## config.mk

```make
export PLATFORM = sky130hd
export DESIGN_NAME = satatrn_txcrc
export DESIGN_NICKNAME = d
export VERILOG_FILES = /design/src/rtl/satatrn_pkg.sv /design/src/rtl/satatrn_scrambler.sv /design/src/rtl/satatrn_txcrc.sv
export SDC_FILE = /design/constraint.sdc
export NUM_CORES = 1
export LEC_CHECK = 0
export ABC_AREA = 1
export CORE_MARGIN = 5
export CORE_UTILIZATION = 40
export CTS_BUF_LIST = sky130_fd_sc_hd__clkbuf_2
export DETAILED_ROUTE_END_ITERATION = 12
export HOLD_SLACK_MARGIN = 0.02
export PLACE_DENSITY = 0.69
export RECOVER_POWER = 25
export SLEW_MARGIN = 20
export SYNTH_ARGS = -nofsm -noshare
export SYNTH_HDL_FRONTEND = slang
export SYNTH_SLANG_ARGS = --single-unit
```

## constraint.sdc

```tcl
create_clock -name i_clk -period 3.1 [get_ports i_clk]
set_input_delay 0.775 -clock i_clk [delete_from_list [all_inputs] [get_ports i_clk]]
set_output_delay 0.775 -clock i_clk [all_outputs]
set_load 0.05 [all_outputs]
```

## src/rtl/satatrn_pkg.sv

```systemverilog
// Shared constants and CRC helper for the SATA transport TX path.
package satatrn_pkg;

  localparam logic [31:0] SATA_CRC_INIT  = 32'h5232_5032;
  localparam logic [31:0] SATA_CRC_POLY  = 32'h04C1_1DB7;
  localparam logic [15:0] SCRAMBLER_SEED = 16'hFFFF;

  typedef enum logic {
    ST_DATA,
    ST_CRC
  } txcrc_state_t;

  // One dword folded in MSB first, no reflection.
  function automatic logic [31:0] crc_next(
    input logic [31:0] crc,
    input logic [31:0] dw
  );
    logic [31:0] c;
    logic        fb;
    c = crc;
    for (int i = 31; i >= 0; i--) begin
      fb = c[31] ^ dw[i];
      c  = {c[30:0], 1'b0} ^ (fb ? SATA_CRC_POLY : 32'h0);
    end
    return c;
  endfunction

endpackage

```

## src/rtl/satatrn_scrambler.sv

```systemverilog
// SATA scrambler: 16-bit LFSR x^16+x^15+x^13+x^4+1, 32 bits per advance.
module satatrn_scrambler
  import satatrn_pkg::*;
(
  input  logic        i_clk,
  input  logic        i_reset,
  input  logic        reseed,
  input  logic        advance,
  output logic [31:0] mask
);

  localparam logic [15:0] TAPS = 16'hA011;

  logic [15:0] lfsr;
  logic [15:0] walk;

  // First bit out lands in mask[0].
  always_comb begin
    walk = reseed ? SCRAMBLER_SEED : lfsr;
    mask = '0;
    for (int i = 0; i < 32; i++) begin
      mask[i] = walk[15];
      walk    = {walk[14:0], 1'b0} ^ (walk[15] ? TAPS : 16'h0);
    end
  end

  always_ff @(posedge i_clk or posedge i_reset) begin
    if (i_reset) begin
      lfsr <= SCRAMBLER_SEED;
    end else if (advance) begin
      lfsr <= walk;
    end
  end

endmodule

```

## src/rtl/satatrn_txcrc.sv

```systemverilog
// FIS dword pass-through that appends the SATA CRC dword to each frame.
// Optional scrambling of data and CRC under SATATRN_TXCRC_SCRAMBLE_EN.
module satatrn_txcrc
  import satatrn_pkg::*;
#(
  parameter logic OPT_LOWPOWER = 1'b0
) (
  input  logic        i_clk,
  input  logic        i_reset,
  input  logic        s_valid,
  output logic        s_ready,
  input  logic [31:0] s_data,
  input  logic        s_last,
  output logic        m_valid,
  input  logic        m_ready,
  output logic [31:0] m_data,
  output logic        m_last
);

  txcrc_state_t state, state_nxt;

  logic [31:0] crc, crc_nxt;
  logic        can_load, take;
  logic        load, load_last;
  logic [31:0] load_word, mask;
  logic        vld_nxt, lst_nxt;
  logic [31:0] dat_nxt;

  assign can_load = !m_valid || m_ready;
  assign s_ready  = (state == ST_DATA) && can_load;
  assign take     = s_valid && s_ready;

  always_comb begin
    state_nxt = state;
    crc_nxt   = crc;
    load      = 1'b0;
    load_last = 1'b0;
    load_word = s_data;
    unique case (state)
      ST_DATA: begin
        if (take) begin
          load    = 1'b1;
          crc_nxt = crc_next(crc, s_data);
          if (s_last) state_nxt = ST_CRC;
        end
      end
      ST_CRC: begin
        if (can_load) begin
          load      = 1'b1;
          load_last = 1'b1;
          load_word = crc;
          crc_nxt   = SATA_CRC_INIT;
          state_nxt = ST_DATA;
        end
      end
    endcase
  end

  always_comb begin
    vld_nxt = m_valid;
    dat_nxt = m_data;
    lst_nxt = m_last;
    if (load) begin
      vld_nxt = 1'b1;
      dat_nxt = load_word ^ mask;
      lst_nxt = load_last;
    end else if (can_load) begin
      vld_nxt = 1'b0;
      if (OPT_LOWPOWER) begin
        dat_nxt = '0;
        lst_nxt = 1'b0;
      end
    end
  end

  always_ff @(posedge i_clk or posedge i_reset) begin
    if (i_reset) begin
      state   <= ST_DATA;
      crc     <= SATA_CRC_INIT;
      m_valid <= 1'b0;
      m_data  <= '0;
      m_last  <= 1'b0;
    end else begin
      state   <= state_nxt;
      crc     <= crc_nxt;
      m_valid <= vld_nxt;
      m_data  <= dat_nxt;
      m_last  <= lst_nxt;
    end
  end

`ifdef SATATRN_TXCRC_SCRAMBLE_EN
  // Set until the first dword of a frame is loaded.
  logic sof;

  always_ff @(posedge i_clk or posedge i_reset) begin
    if (i_reset) begin
      sof <= 1'b1;
    end else if (load) begin
      sof <= load_last;
    end
  end

  satatrn_scrambler u_scr (
    .i_clk   (i_clk),
    .i_reset (i_reset),
    .reseed  (sof),
    .advance (load),
    .mask    (mask)
  );
`else
  assign mask = '0;
`endif

endmodule

```

Word-level counts from Yosys, hierarchy flattened
Index checks and enable logic that the tools add are counted.
Operators by class
  multipliers: 0
  equality and inequality tests: 2
  bitwise gates (word level): 65
  shift-type cells: 0
  order comparisons: 0
  multiplexer cells: 47
  reduce and logical (&&, ||, !) cells: 6
  divide/modulo/power cells: 0
  add/sub/neg operators: 0
Operators with widths (number)
  32-bit by 27-bit bitwise XOR with 32-bit output: 32
  27-bit two-way mux: 32
  32-bit two-way mux: 4
  32-bit one-hot mux with 2 select lines: 1
  1-bit bitwise XOR: 32
  1-bit two-way mux: 8
  1-bit one-hot mux with 2 select lines: 2
  1-bit logical AND: 2
  2-bit by 1-bit inequality test with 1-bit output (second input constant): 1
  2-bit inequality test (second input constant): 1
  2-bit AND reduction: 1
  2-bit nonzero test: 1
  1-bit logical NOT: 1
  1-bit logical OR: 1
  1-bit NOT: 1
Word-level totals
  latch bits: 0
  register bits: 67
  memories: 0
  bits in writable memories: 0
  logic and storage cells: 125
  bits in read-only memories: 0

Logic depth before layout (Yosys ltp)
  depth in word-level cells: 98
  mapped depth: 31
  gate-level depth less buffers: 30

Worst setup path after synthesis
OpenSTA, ideal clock, no wires.
  kind: input to register
  from: in s_data[31]
  to: reg crc[13]
  stages: 26
  slack: 126 ps
  setup time: 117 ps
  arrival: 2857 ps
  path buffers: 0
  required time: 2983 ps
  cell sequence: inv_1 nand2_1 nand2_4 nand2_2 nand2_4 nand2_1 nand2_1 nand2_2 nand2_4 inv_2 nand2_4 nand2_2 nand2_2 nand3_2 nand3_1 nand2_2 nand2_2 nand2_4 inv_4 nand3_4 nand2_4 nand2_2 nand2_1 nand2_1 nand3_1 nand2_1
Between the ends
  cells in the longest elaborated chain, start to end: 46
  elaborated cells on any way between the ends: 70
  classes of those cells: mux (20); bitwise (50)
Ends and longest elaborated chain
  start, declared: RTL line satatrn_txcrc.sv:12  | input logic [31:0] s_data,
  1-bit bitwise XOR *: RTL line satatrn_pkg.sv:22  | fb = c[31] ^ dw[i];
  27-bit two-way mux *: RTL line satatrn_pkg.sv:23  | c = {c[30:0], 1'b0} ^ (fb ? SATA_CRC_POLY : 32'h0);
  32-bit by 27-bit bitwise XOR with 32-bit output * (6 in a row): RTL line satatrn_pkg.sv:23
  1-bit bitwise XOR: RTL line satatrn_pkg.sv:22
  27-bit two-way mux: RTL line satatrn_pkg.sv:23
  32-bit by 27-bit bitwise XOR with 32-bit output * (6 in a row): RTL line satatrn_pkg.sv:23
  1-bit bitwise XOR: RTL line satatrn_pkg.sv:22
  27-bit two-way mux: RTL line satatrn_pkg.sv:23
  (+14 left out)
  1-bit bitwise XOR: RTL line satatrn_pkg.sv:22
  27-bit two-way mux: RTL line satatrn_pkg.sv:23
  32-bit by 27-bit bitwise XOR with 32-bit output * (6 in a row): RTL line satatrn_pkg.sv:23
  1-bit bitwise XOR: RTL line satatrn_pkg.sv:22
  27-bit two-way mux: RTL line satatrn_pkg.sv:23
  32-bit by 27-bit bitwise XOR with 32-bit output * (2 in a row): RTL line satatrn_pkg.sv:23
  32-bit two-way mux *: RTL line satatrn_txcrc.sv:41  | if (take) begin
  32-bit one-hot mux with 2 select lines *: RTL line satatrn_txcrc.sv:39  | unique case (state)
  end signal, assigned: RTL line satatrn_txcrc.sv:85  | crc <= crc_nxt;
  end, declared: RTL line satatrn_txcrc.sv:22  | logic [31:0] crc, crc_nxt;
Every way passes the cells marked *; elsewhere a longest branch is shown, timed or not. The select of a mux whose other input is x is not followed.
A chain may end at the register's enable or synchronous reset.

Worst setup path after layout
  from: in s_data[27]
  to: reg crc[23]
Between the ends
  cells in the longest elaborated chain, start to end: 40
  elaborated cells on any way between the ends: 54
  classes of those cells: mux (14); bitwise (40)
Ends and longest elaborated chain (RTL line)
  1-bit bitwise XOR *: satatrn_pkg.sv:22
  27-bit two-way mux *: satatrn_pkg.sv:23
  32-bit by 27-bit bitwise XOR with 32-bit output * (6 in a row): satatrn_pkg.sv:23
  1-bit bitwise XOR / 32-bit by 27-bit bitwise XOR with 32-bit output (equally long branches): satatrn_pkg.sv:22, satatrn_pkg.sv:23
  27-bit two-way mux / 32-bit by 27-bit bitwise XOR with 32-bit output (equally long branches): satatrn_pkg.sv:23
  32-bit by 27-bit bitwise XOR with 32-bit output * (6 in a row): satatrn_pkg.sv:23
  1-bit bitwise XOR / 32-bit by 27-bit bitwise XOR with 32-bit output (equally long branches): satatrn_pkg.sv:22, satatrn_pkg.sv:23
  27-bit two-way mux / 32-bit by 27-bit bitwise XOR with 32-bit output (equally long branches): satatrn_pkg.sv:23
  32-bit by 27-bit bitwise XOR with 32-bit output * (6 in a row): satatrn_pkg.sv:23
  1-bit bitwise XOR / 32-bit by 27-bit bitwise XOR with 32-bit output (equally long branches): satatrn_pkg.sv:22, satatrn_pkg.sv:23
  27-bit two-way mux / 32-bit by 27-bit bitwise XOR with 32-bit output (equally long branches): satatrn_pkg.sv:23
  32-bit by 27-bit bitwise XOR with 32-bit output * (9 in a row): satatrn_pkg.sv:23
  1-bit bitwise XOR: satatrn_pkg.sv:22
  27-bit two-way mux: satatrn_pkg.sv:23
  32-bit by 27-bit bitwise XOR with 32-bit output *: satatrn_pkg.sv:23
  32-bit two-way mux *: satatrn_txcrc.sv:41
  32-bit one-hot mux with 2 select lines *: satatrn_txcrc.sv:39
Marks and branches as above.

==> metrics.cfg <==
[outcome]
status=complete, but fails checks
violations=setup timing

[clock_network]
cts_buffers=9
cts_tree=done
htreeDepth=3
cts_sinks=67
cts_buffer_depth=2
insertion_delay_ns=0.60
path_clk_slew_ns=0.20
clock-root-buffer=clkbuf_2

[route]
drt_wl_total_um=36000
ant_nets=0
vias=10200
drt_iter0_drc=878
avgViaCountPerCell=5.33
wl_per_cell_um=18.9
drt_pass1_iterations=8
route.detailed.drc=0

[worst_setup_path]
worstPathRequired_ns=3.63
cp_common_cell=nand2_1
critPathLaunchType=input port
slowest_delay_ns=0.28
cp_slowest_cell=dlygate4sd2_1
crit_path_max_fanout=6
arrival_ns=3.85
end_kind=flip-flop
crit_chain=dlygate4sd2_1, inv_1, nand2_1, nand3_2, nand2_2, nand2_4, nand3_4, nand2_8, nor2_4, nor2_4, buf_4, nand2_4, nand3_4, nand2_8, buf_6, xor2_2, xor2_1, xor2_1, buf_4, xor2_2, nand2_1, nand2_1
crit_type=input port to flip-flop

[synthesis]
syn_nets=1340
syn_area_per_cell_um2=6.13
synthTopCellsByArea=nand2_1 27%, dfrtp_1 18%, xor2_1 11%
synth.distinct_cells=38
synthCells=1303
ys.flop_type=dfrtp_1
async_reset_ff_share_pct=100
synth_top_area_cell=nand2_1
ys_ff_latch=67
synth_top_area_share_pct=26.6
synth_edf_count=0
ys_seq_area_share_pct=21.2
yosysWarnings=0
netlist_area_um2=7990

[finish]
drive_gt1_share_pct=50.2
fillers=1452
finalNetCount=1669
syn_to_final_growth_pct=73.2
multi_input_area_um2=8090
design_area_um2=13800
final-seq-area_um2=1690

[grt]
antenna_found_initial=1
met3_usage_pct=4.43
grt_use_met2_pct=46.5
gr-total-overflow=0
grt_pass1_wl_um=48500
grt_start_max_net_pins=34
gr-max-usage-layer=met2
grtUsageMet1_pct=35.2
grt_pass1_vias=9091
grt_usage_pct=27.8

[die]
start_util_pct=40.8
fp-row-count=51
core_um2=19600
die_width_um=151
die-area_um2=22900
io_pins=72
die_h_um=151

[placement]
io_buffers=71
hpwl_um=25400
gp_congestion=0.998
placed_area_um2=10500

[sta]
fin_crit_ns=3.32
relSlewSlack_pct=3.75
final.setup.worst_slack_ns=-0.216
finalHoldViolations=0
final_max_slew_viol_count=0
max_freq_mhz=302
fin_skew_ns=0.0252
fin_tns_setup_ns=-4.01
setup_violations=31
worstMarginPinSlew_ns=1.44
grt_setup_unrepaired=true
fin_crit_sh_pct=107

[min_path]
worst_hold_path_type=flip-flop to flip-flop

[job]
max_cap_viol_count=0

==> kinds of logic (layout without fill, tap and decap cells) <==
kind of cell	after synthesis	after routing	synth area share, %
simple gates	848	848	50.2
buf+inv	172	506	8.73
xor+xnor	120	120	13.6
compound gates	95	95	6.13
flops	67	67	21.2
mux	1	1	0.125
other cells	0	1	0
==> worst paths after layout <==
| check | start | end | slack (ns) | cells after the start |
|---|---|---|---|---|
| max in group asynchronous | i_reset | m_data[15] | 0.69 | 3 |
| worst max-delay path | s_data[27] | crc[23] | -0.22 | 22 |
| worst max register to register | crc[30] | crc[28] | -0.21 | 25 |
| min in group asynchronous | i_reset | m_data[4] | 0.68 | 2 |
| worst min-delay path | m_last | m_last | 0.51 | 2 |
| worst min register to register | m_last | m_last | 0.51 | 2 |
==> layout make-up <==
type / instances / area share (%)
multi-input cells: 1064 / 58.5
repair buffers: 341 / 21.3
flip-flops and latches: 67 / 12.3
inverters: 149 / 4.66
well taps: 265 / 2.40
clock inverters: 7 / 0.561
clock buffers: 9 / 0.326
diodes: 1 / 0.0181
==> cell usage after synthesis, types with 2 or more instances <==
library cell / count
clkbuf_1: 14
nand2_4: 31
nand3_4: 2
xor2_2: 5
buf_2: 2
nand2_2: 75
a21oi_1: 8
o22ai_1: 6
nand2_1: 565
nor2_1: 10
xor2_1: 96
dfrtp_1: 56
nand3b_1: 10
xnor2_1: 19
inv_4: 6
o21ai_1: 12
buf_1: 2
or2_1: 2
or2_2: 2
inv_1: 116
dfstp_2: 11
o21ai_0: 67
buf_6: 4
nand3_2: 16
nand2_8: 2
nand3_1: 127
inv_2: 26
==> metrics by stage <==
step	util, %	cells	hold WS [ns]	worst slack, ns
3_3_place_gp	53.6	1816	0.465	-1.07
5_1_grt	70.6	1903	0.535	-0.364
2_1_floorplan	-	1303	0.471	0.126
4_1_cts	58.7	1864	0.454	-0.0464
3_5_place_dp	53.6	1816	0.473	-1.09
6_report	70.6	1903	0.509	-0.216
==> metal layers <==
metal | share of wire [%] | vias to the layer above | wire [um]
li1 | - | 4680 | -
met1 | 38 | 4765 | 13600
met2 | 47 | 529 | 16900
met3 | 7.4 | 177 | 2650
met4 | 7.9 | 0 | 2850
met5 | 0 | - | 0
==> worst max-delay path: cells and delay by family <==
kind,cells,cell delay [ns]
AND/OR/NAND/NOR,13,1.49
XOR/XNOR,4,0.71
buffers and inverters,5,0.83
==> flip-flops by register name, summed over array words and instances (netlist names) <==
| name | count |
|---|---|
| m_valid | 1 |
| m_last | 1 |
| m_data | 32 |
| crc | 32 |
| state | 1 |
==> what timing repair did <==
item / 4_1_cts / 5_1_grt
setup endpoints to repair: 32 / 32
gates cloned: 1 / 1
setup buffers: 33 / 40
pin swaps: 61 / 219
hold buffers: 0 / 0
gates resized for setup: 161 / 468
==> placed cells by master, fill, tap and decap left out, drive strengths merged, types with 2 or more instances in the layout <==
cell type,synthesis,final
clkdlybuf4s50,0,57
xnor2,19,19
clkbuf,14,11
xor2,101,101
nand2,673,673
nand3,145,145
nand3b,11,11
o22ai,6,6
dlygate4sd2,0,9
dfstp,11,11
or2,4,4
clkdlybuf4s15,0,2
nor2,12,12
inv,148,149
dfrtp,56,56
a21oi,8,8
o21ai,79,79
buf,9,269
nand4,2,2
clkinv,1,5
Power is not shown: default switching activity piles up to over one toggle a cycle in this logic, so the estimate is an artifact.
